[config.mk]
export PLATFORM = sky130hd
export DESIGN_NAME = load_port_arbiter
export DESIGN_NICKNAME = d
export VERILOG_FILES = /design/src/rtl/load_port_arbiter.sv
export SDC_FILE = /design/constraint.sdc
export NUM_CORES = 1
export LEC_CHECK = 0
export CAP_MARGIN = 15
export CORE_AREA = 2 2 126 128
export CTS_CLUSTER_SIZE = 10
export DETAILED_ROUTE_END_ITERATION = 8
export DIE_AREA = 0 0 128 130
export DONT_BUFFER_PORTS = 1
export PLACE_DENSITY_LB_ADDON = 0.2
export RECOVER_POWER = 50
export SLEW_MARGIN = 40
export SYNTH_ARGS = -nofsm -noshare
export SYNTH_HDL_FRONTEND = slang
export SYNTH_SLANG_ARGS = --single-unit
[constraint.sdc]
create_clock -name clk -period 2.78 [get_ports clk]
set_clock_uncertainty 0.15 [all_clocks]
set_input_delay 0.417 -clock clk [delete_from_list [all_inputs] [get_ports clk]]
set_output_delay 0.417 -clock clk [all_outputs]
set_load 0.02 [all_outputs]
[src/rtl/load_port_arbiter.sv]
// Owner FIFO of outstanding misses, and a round-robin arbiter for the single data-store load port.
// Latency: query issued 1 cycle after grant; ack/hit/ans routed back combinationally in the same cycle.
// Backpressure: req_qry is held until req_ack; no new query issues while a query is in flight or the owner FIFO is full.

// Generic FIFO: pointers wrap at DEPTH (power of 2), so the occupancy count needs one extra bit.
// Latency: a pushed entry can be popped on the following cycle.
// Backpressure: a push while full is dropped unless a pop happens in the same cycle; a pop while empty is ignored.
module fifo #(
  parameter int W     = 8,
  parameter int DEPTH = 4
) (
  input  logic         clk,
  input  logic         rst_n,
  input  logic         push,
  input  logic [W-1:0] push_dat,
  input  logic         pop,
  output logic [W-1:0] pop_dat,
  output logic         empty,
  output logic         full
);
  localparam int PTR_W = $clog2(DEPTH);

  logic [W-1:0]     mem [DEPTH];
  logic [PTR_W-1:0] wr_ptr;
  logic [PTR_W-1:0] rd_ptr;
  logic [PTR_W:0]   count;
  logic             do_push;
  logic             do_pop;

  assign empty   = (count == '0);
  assign full    = (count == (PTR_W+1)'(DEPTH));
  assign do_pop  = pop && !empty;
  assign do_push = push && (!full || do_pop);
  assign pop_dat = mem[rd_ptr];

  // Pointer and occupancy tracking; a simultaneous push and pop leaves count unchanged.
  always_ff @(posedge clk or negedge rst_n) begin
    if (!rst_n) begin
      wr_ptr <= '0;
      rd_ptr <= '0;
      count  <= '0;
    end else begin
      if (do_push) wr_ptr <= wr_ptr + 1'b1;
      if (do_pop)  rd_ptr <= rd_ptr + 1'b1;
      case ({do_push, do_pop})
        2'b10:   count <= count + 1'b1;
        2'b01:   count <= count - 1'b1;
        default: count <= count;
      endcase
    end
  end

  // Storage array; it is never reset because entries are only read after being written.
  always_ff @(posedge clk) begin
    if (do_push) mem[wr_ptr] <= push_dat;
  end
endmodule

module load_port_arbiter #(
  parameter int NREQ      = 2,
  parameter int MEM_IDX_W = 32,
  parameter int LQ_IDX_W  = 4,
  parameter int BLK_W     = 64,
  parameter int MAX_MISS  = 4
) (
  input  logic                     clk,
  input  logic                     rst_n,
  input  logic [NREQ-1:0]          req_qry,
  input  logic [NREQ*MEM_IDX_W-1:0] req_mem_idx,
  input  logic [NREQ*LQ_IDX_W-1:0] req_lq_idx,
  output logic [NREQ-1:0]          req_ack,
  output logic [NREQ-1:0]          req_hit,
  output logic [NREQ-1:0]          req_ans,
  output logic [LQ_IDX_W-1:0]      req_head,
  output logic [BLK_W-1:0]         req_blk,
  output logic                     ds_qry,
  output logic [MEM_IDX_W-1:0]     ds_mem_idx,
  output logic [LQ_IDX_W-1:0]      ds_lq_idx,
  input  logic                     ds_ack,
  input  logic [LQ_IDX_W-1:0]      ds_ack_head,
  input  logic                     ds_hit,
  input  logic [BLK_W-1:0]         ds_hit_blk,
  input  logic                     ds_ans,
  input  logic [LQ_IDX_W-1:0]      ds_ans_head,
  input  logic [BLK_W-1:0]         ds_ans_blk,
  output logic                     err
);
  localparam int OWN_W = (NREQ > 1) ? $clog2(NREQ) : 1;

  typedef enum logic {IDLE, WAIT} state_t;

  state_t           state;
  logic [OWN_W-1:0] rr_ptr;
  logic [OWN_W-1:0] owner;
  logic [OWN_W-1:0] win_idx;
  logic             win_vld;
  logic             ack_evt;
  logic             miss_push;
  logic             ans_pop;
  logic [OWN_W-1:0] fifo_head;
  logic             fifo_empty;
  logic             fifo_full;
  logic             err_set;

  // An ack counts only while a query is in flight; a stray ack in IDLE merely flags an error.
  assign ack_evt   = ds_ack && (state == WAIT);
  assign miss_push = ack_evt && !ds_hit;
  assign ans_pop   = ds_ans && !fifo_empty;

  // Round-robin pick: first requesting slot at or after rr_ptr, wrapping from NREQ-1 to 0.
  always_comb begin
    win_vld = 1'b0;
    win_idx = '0;
    for (int k = 0; k < NREQ; k++) begin
      if (!win_vld && req_qry[(int'(rr_ptr) + k) % NREQ]) begin
        win_vld = 1'b1;
        win_idx = OWN_W'((int'(rr_ptr) + k) % NREQ);
      end
    end
  end

  fifo #(.W(OWN_W), .DEPTH(MAX_MISS)) u_owner_fifo (
    .clk      (clk),
    .rst_n    (rst_n),
    .push     (miss_push),
    .push_dat (owner),
    .pop      (ans_pop),
    .pop_dat  (fifo_head),
    .empty    (fifo_empty),
    .full     (fifo_full)
  );

  // Issue/complete FSM: in IDLE, grant and launch a query; in WAIT, hold the payload until the data store acks.
  always_ff @(posedge clk or negedge rst_n) begin
    if (!rst_n) begin
      state      <= IDLE;
      rr_ptr     <= '0;
      owner      <= '0;
      ds_qry     <= 1'b0;
      ds_mem_idx <= '0;
      ds_lq_idx  <= '0;
    end else begin
      case (state)
        IDLE: begin
          // Fullness is taken from the current count, so a same-cycle pop does not unblock the issue.
          if (win_vld && !fifo_full) begin
            owner      <= win_idx;
            ds_qry     <= 1'b1;
            ds_mem_idx <= req_mem_idx[int'(win_idx)*MEM_IDX_W +: MEM_IDX_W];
            ds_lq_idx  <= req_lq_idx[int'(win_idx)*LQ_IDX_W +: LQ_IDX_W];
            state      <= WAIT;
          end
        end
        WAIT: begin
          if (ds_ack) begin
            ds_qry <= 1'b0;
            rr_ptr <= (owner == OWN_W'(NREQ-1)) ? '0 : owner + 1'b1;
            state  <= IDLE;
          end
        end
        default: state <= IDLE;
      endcase
    end
  end

  // Sticky protocol-error flag for data-store behaviour this block cannot handle.
  assign err_set = (ds_ans && fifo_empty) || (ds_ack && (state == IDLE)) ||
                   (ack_evt && (ds_ack_head != ds_lq_idx)) || (ds_ack && ds_ans);

  always_ff @(posedge clk or negedge rst_n) begin
    if (!rst_n) err <= 1'b0;
    else if (err_set) err <= 1'b1;
  end

  // Return routing: ack/hit data takes precedence on the shared head/blk lines; they read zero when nothing returns.
  always_comb begin
    req_ack  = '0;
    req_hit  = '0;
    req_ans  = '0;
    req_head = '0;
    req_blk  = '0;
    if (ans_pop) begin
      req_ans  = NREQ'(1) << fifo_head;
      req_head = ds_ans_head;
      req_blk  = ds_ans_blk;
    end
    if (ack_evt) begin
      req_ack  = NREQ'(1) << owner;
      req_hit  = ds_hit ? (NREQ'(1) << owner) : '0;
      req_head = ds_ack_head;
      req_blk  = ds_hit_blk;
    end
  end
endmodule

After elaboration in Yosys (flattened, before gate mapping)
Memory sizes are Yosys's and may differ from the RTL's. Index checks and enable logic that the tools add are counted.

Register bits after elaboration: 48. Latch bits: 0. Bits in writable memories: 4. Bits in read-only memories: 0. Input port bits: 215. Memories kept: 1.

Add/sub/neg operators: 6. Multiply operators: 0. Divide/modulo/power cells: 0. Magnitude comparators: 2. Eq/ne operators: 6. Shift-type cells: 4. Multiplexer cells: 27. Bitwise logic cells: 2. Reduce and logical (&&, ||, !) cells: 24.

Memories: u_owner_fifo.mem (depth 4, width 1, rd ports 1, clocked after Yosys merged registers in 0, write ports 1, line 23) `logic [W-1:0] mem [DEPTH];`.

Operators by type and width (number): two-way mux 64 bit (2); variable part select 64 x 7 -> 32 bit (1); two-way mux 1 bit (16); logical AND 1 bit (11); two-way mux 2 bit (4); two-way mux 4 bit (2); variable part select 8 x 4 -> 4 bit (1); case mux 3 bit (2 select lines) (1); AND reduction 2 bit (3); adder 2 x 1 -> 2 bit (second input constant) (2); logical NOT 1 bit (4); logical OR 1 bit (4); inequality test 2 bit (second input constant) (2); inequality test 4 bit (1); case mux 1 bit (2 select lines) (2); << shifter 1 x 1 -> 2 bit (first input constant) (2); adder 3 x 1 -> 3 bit (second input constant) (1); == test 3 bit (second input constant) (1); logical NOT 3 bit (1); less-than comparator 2 x 3 -> 1 bit (second input constant) (1); subtractor 3 x 1 -> 3 bit (second input constant) (1); adder 1 bit (second input constant) (2); == test 2 x 1 -> 1 bit (second input constant) (1); == test 2 bit (second input constant) (1); other kinds (4) (4).

Longest topological paths before layout
Gate-level depths: netlist (run 1).

Word-level depth: 10. Mapped depth: 9. Mapped depth without buffers: 9.

By module
Synthesis (run 1) repeated with hierarchy kept, for this count alone.

Cells, all modules: 351. Area total of the unflattened synthesis: 3938.8 sq um.

By module, submodules not included: load_port_arbiter (instances 1, cells an instance 294, area each 3270.6 sq um, seq. area each 1026.0 sq um); fifo (instances 1, cells an instance 57, area each 668.1 sq um, seq. area each 295.3 sq um).

Least setup slack after synthesis (run 1)
No wires, ideal clock.

Path kind: register to register. Start: reg u_owner_fifo.count[0]. End: reg u_owner_fifo.count[2]. Library setup time: 0.079 ns. Arrival: 1.859 ns. Data required time: 2.551 ns. Path slack: 0.692 ns. Stages on the path, launching flop included: 10. Path buffers: 0. Clock period less this slack: 2.088 ns. Cell sequence: dfrtp_1 nor4b_1 nor3_1 inv_1 ha_1 inv_1 fa_1 xor2_1 nor2_1 xor2_1.

Word-level cells in the longest chain between the ends: 8.

RTL lines: start, declared (line 26) `logic [PTR_W:0] count;`; start signal, assigned (line 46) `2'b10: count <= count + 1'b1;`; start signal, assigned (line 47) `2'b01: count <= count - 1'b1;`; start signal, assigned (line 48) `default: count <= count;`; logical NOT 3 bit (line 30) `assign empty = (count == '0);`; logical NOT 1 bit (line 32, 108); logical AND 1 bit (line 108) `assign ans_pop = ds_ans && !fifo_empty;`; logical AND 1 bit (line 32) `assign do_pop = pop && !empty;`; logical OR 1 bit (line 33) `assign do_push = push && (!full || do_pop);`; logical AND 1 bit (line 33); == test 2 x 1 -> 1 bit or == test 2 bit (tied branches) (line 45) `case ({do_push, do_pop})`; case mux 3 bit (2 select lines) or nonzero test 2 bit (tied branches).

Parallel ways exist; a longest one is shown, timed or not. A chain may end at the register's enable or synchronous reset.

Worst setup path after layout (run 1)
Start: reg u_owner_fifo.count[1]. End: out req_blk[12].

Word-level cells in the longest chain between the ends: 5.

RTL lines: logical NOT 3 bit (line 30); logical NOT 1 bit (line 108); logical AND 1 bit (line 108); two-way mux 64 bit (line 182) `if (ans_pop) begin`; two-way mux 64 bit (line 187) `if (ack_evt) begin`; end, declared (line 75) `output logic [BLK_W-1:0] req_blk,`.

No other way between the ends.

==> flow_metrics.env, run 1 <==
export IMPL_dp_hpwl_um=11890
export IMPL_seqPwrFrac_pct=36.9
export IMPL_yosys_warnings=0
export IMPL_hold_path_end="state"
export IMPL_cts_setup_buffers=0
export IMPL_p_int_mw=2.447
export IMPL_num_rows=46
export IMPL_ant_nets=0
export IMPL_cts_htree_levels=2
export IMPL_cap_viol_max_count=0
export IMPL_setup_violations=0
export IMPL_worstSetupPathType="register to output pin"
export IMPL_die_x_um=128
export IMPL_pwr_share_clk_pct=14.6
export IMPL_drc=0
export IMPL_total_power_mw=4.875
export IMPL_grt_pass1_vias=2902
export IMPL_outcome="completed"
export IMPL_whs_path_depth=1
export IMPL_grt_max_degree=70
export IMPL_wl_met3_um=1713
export IMPL_timing_setup_tns_ps=0
export IMPL_finalCritPeriodShare_pct=93.25
export IMPL_reg2regPathDepth=11
export IMPL_wire_per_inst_um=28.20
export IMPL_initialDrtViolationCount=182
export IMPL_tightest_slew_ps=1296
export IMPL_clock_latency_ps=290
export IMPL_core_area_um2=15420
export IMPL_clk_pin_slew_ps=70
export IMPL_clock_fmax_ghz=0.3858
export IMPL_start_util_pct=22.12
export IMPL_placed_cells=540
export IMPL_hold_violations=0
export IMPL_p_per_area_nw_per_um2=1218
export IMPL_gp_congestion=0.8485
export IMPL_instances_no_fill=552
export IMPL_min_delay_start="ds_ack"
export IMPL_drt_wl_total_um=15570
export IMPL_drive_above_1_share_pct=11.14
export IMPL_grt_ovfl_total=0
export IMPL_synth_async_reset_ratio_pct=92.31
export IMPL_p_sw_mw=2.429
export IMPL_r2r_end="u_owner_fifo.count[2]"
export IMPL_p_leak_nw=1.515
export IMPL_crit_path_start_kind="register"
export IMPL_met2_length_um=8076
export IMPL_layout_nets=579
export IMPL_syn2layout_area_growth_pct=17.31
export IMPL_period_minus_slack_ps=2592
export IMPL_crit_arrival_ps=2030
export IMPL_grt_usage_pct=16.69
export IMPL_rsz0062_at_grt="false"
export IMPL_critPathMaxFanout=32
export IMPL_fillers=1664
export IMPL_io_pins=327
export IMPL_r2r_start="u_owner_fifo.count[0]"
export IMPL_cts_tree="done"
export IMPL_synth_area_per_cell_um2=9.297
export IMPL_fin_ws_ps=187.7
export IMPL_maxUsedRoutingLayer="met4"
export IMPL_antenna_found_initial=1
export IMPL_min_path_type="primary input to register"
export IMPL_synth_seq_area_share_pct=38.72
export IMPL_synth_edf_count=4
export IMPL_crit_required_ps=2210
export IMPL_max_slew_margin_rel_pct=13.61
export IMPL_synth_area_um2=3412
export IMPL_slew_violations=0
export IMPL_p_sw_share_pct=49.82
export IMPL_grt_first_pass_wirelength_um=19910
export IMPL_drt_met1_wl_um=5499
export IMPL_clockBufferDepth=2
export IMPL_synth_cells=367
export IMPL_ys_types=36
export IMPL_pre_cts_slack_ps=359.4
export IMPL_port_buffers=0
export IMPL_clock_sinks=52
export IMPL_ys_ff_latch=52
export IMPL_die_h_um=130
export IMPL_cts_buffers=5
export IMPL_vias_per_cell=5.764
export IMPL_ys_flop_type="dfrtp_1"
export IMPL_dr_total_vias=3182
export IMPL_dieArea_um2=16640
export IMPL_combPwrFrac_pct=48.5
export IMPL_cts_root_buf="clkbuf_16"
export IMPL_first_pass_iters=5
export IMPL_ir_drop_v=0.0003815
export IMPL_rrSetupSlack_ps=270
export IMPL_synth_nets=588
export IMPL_crit_path_end_kind="output pin"
## cell usage after synthesis (2+ instances only)
| cell type | count | share of area, % |
|---|---|---|
| ha_1 | 5 | 1.8 |
| a31oi_1 | 36 | 6.6 |
| xnor2_1 | 4 | 1.0 |
| nor2_1 | 7 | 0.77 |
| nand3b_1 | 36 | 7.9 |
| nand2_1 | 2 | 0.22 |
| dfrtp_1 | 48 | 35 |
| xor2_1 | 6 | 1.5 |
| buf_1 | 2 | 0.22 |
| nor3_1 | 2 | 0.29 |
| o21ai_0 | 36 | 5.3 |
| inv_1 | 8 | 0.88 |
| a21oi_1 | 37 | 5.4 |
| buf_2 | 7 | 1.0 |
| mux2_2 | 2 | 0.66 |
| a22o_1 | 68 | 17 |
| buf_6 | 2 | 0.66 |
| and2_1 | 8 | 1.5 |
| clkbuf_1 | 30 | 3.3 |
| edfxtp_1 | 4 | 3.5 |
| o31ai_1 | 2 | 0.44 |
## power by group through the flow
stage,Combinational (mW),Clock [mW],Sequential [mW]
6_report,2.37,0.710,1.80
5_1_grt,2.55,0.752,1.85
4_1_cts,2.40,0.726,1.80
3_5_place_dp,2.38,0,1.80
3_3_place_gp,2.34,0,1.81
2_1_floorplan,1.75,0,1.70
## state kept, by name, summed over array words and instances, names as in the netlist
signal               count
ds_lq_idx                4
ds_mem_idx              32
ds_qry                   1
err                      1
owner                    1
rr_ptr                   1
state                    1
u_owner_fifo.count       3
u_owner_fifo.mem         4
u_owner_fifo.rd_ptr      2
u_owner_fifo.wr_ptr      2
## worst max-delay path, cell delays in order, from the launching register on
cell and delay (ps):
dfrtp_1 450, o31ai_4 440, nor2_4 170, buf_8 210
a22o_1 260, buf_4 190
## final cells by class
| cell class | count | area, um2 | share of cell area [%] |
|---|---|---|---|
| Tap cell | 192 | 240.2 | 6.002 |
| Sequential cell | 52 | 1321 | 33.01 |
| Multi-Input combinational cell | 265 | 1902 | 47.51 |
| Clock buffer | 6 | 128.9 | 3.220 |
| Timing Repair Buffer | 25 | 337.8 | 8.440 |
| Clock inverter | 2 | 35.03 | 0.8753 |
| Antenna cell | 1 | 2.502 | 0.06252 |
| Inverter | 9 | 35.03 | 0.8753 |
## routing by layer
layer | vias to the layer above | global-route usage, %
met5 | - | 0
met4 | 0 | 4.266
met3 | 18 | 6.150
met2 | 236 | 30.76
met1 | 1545 | 18.19
li1 | 1383 | -
## how the worst max path moves through the flow
stage | from | endpoint | slack, ps | cells after the start
floorplan | u_owner_fifo.count[0] | u_owner_fifo.count[2] | 690 | 9
global placement | ds_ack | req_blk[59] | 170 | 4
detailed placement | u_owner_fifo.count[0] | u_owner_fifo.count[2] | 360 | 11
CTS | u_owner_fifo.count[1] | req_blk[12] | 50 | 5
global route | u_owner_fifo.count[0] | u_owner_fifo.count[2] | 50 | 11
finish | u_owner_fifo.count[1] | req_blk[12] | 190 | 5
## cell families (layout without fill, tap and decap cells)
kind of cell | count (synthesis) | count (layout) | share of synthesized area [%]
AO/OA/AOI/OAI | 183 | 183 | 36.30
AND/OR/NAND/NOR | 61 | 62 | 11.96
flip-flops | 52 | 52 | 38.72
buffers and inverters | 51 | 42 | 6.417
XOR/XNOR | 10 | 10 | 2.567
adder cells (fa/ha/maj) | 6 | 6 | 2.420
multiplexers | 4 | 4 | 1.613
other | 0 | 1 | 0
## timing repair
item	in CTS	in global routing
endpoints found under the hold margin	48	0
hold buffers	2	0
resized for setup	0	1
setup endpoints to repair	0	13
## cell usage in the layout (no fill, tap or decap), drive strengths merged
master,instances
xor2,6
mux4,1
bufinv,1
inv,8
clkbuf,9
nor2b,1
a21oi,37
dlygate4sd3,1
buf,21
edfxtp,4
a22o,68
nor2,8
clkinv,2
fa,1
mux2i,1
a21o,1
o21bai,1
o31ai,3
o21ba,1
a31oi,36
nor3,2
and2,9
xnor2,4
mux2,2
nor4b,1
dfrtp,48
or3b,1
nand3,1
nand3b,36
diode,1
ha,5
o21ai,36
and3,1
nand2,2
## through the flow
| stage | hold slack, ps | utilization, % | area [um2] |
|---|---|---|---|
| floorplan | -28.59 | - | 3412 |
| global placement | -26.79 | 24.63 | 3799 |
| detailed placement | -27.41 | 24.73 | 3815 |
| CTS | 57.29 | 26.04 | 4016 |
| global route | 59.07 | 25.95 | 4003 |
| finish | 62.55 | 25.95 | 4003 |
Note: power is estimated with default switching activity, not from simulation.
==> inputs of run 2 (changes only) <==
--- a/config.mk
+++ b/config.mk
@@ -7,6 +7,7 @@
 export LEC_CHECK = 0
 export CAP_MARGIN = 15
 export CORE_AREA = 2 2 126 128
+export CTS_CLUSTER_DIAMETER = 30
 export CTS_CLUSTER_SIZE = 10
 export DETAILED_ROUTE_END_ITERATION = 8
 export DIE_AREA = 0 0 128 130
==> results of run 2 <==
The final DEF is identical to that of run 1; final timing and power are the same.
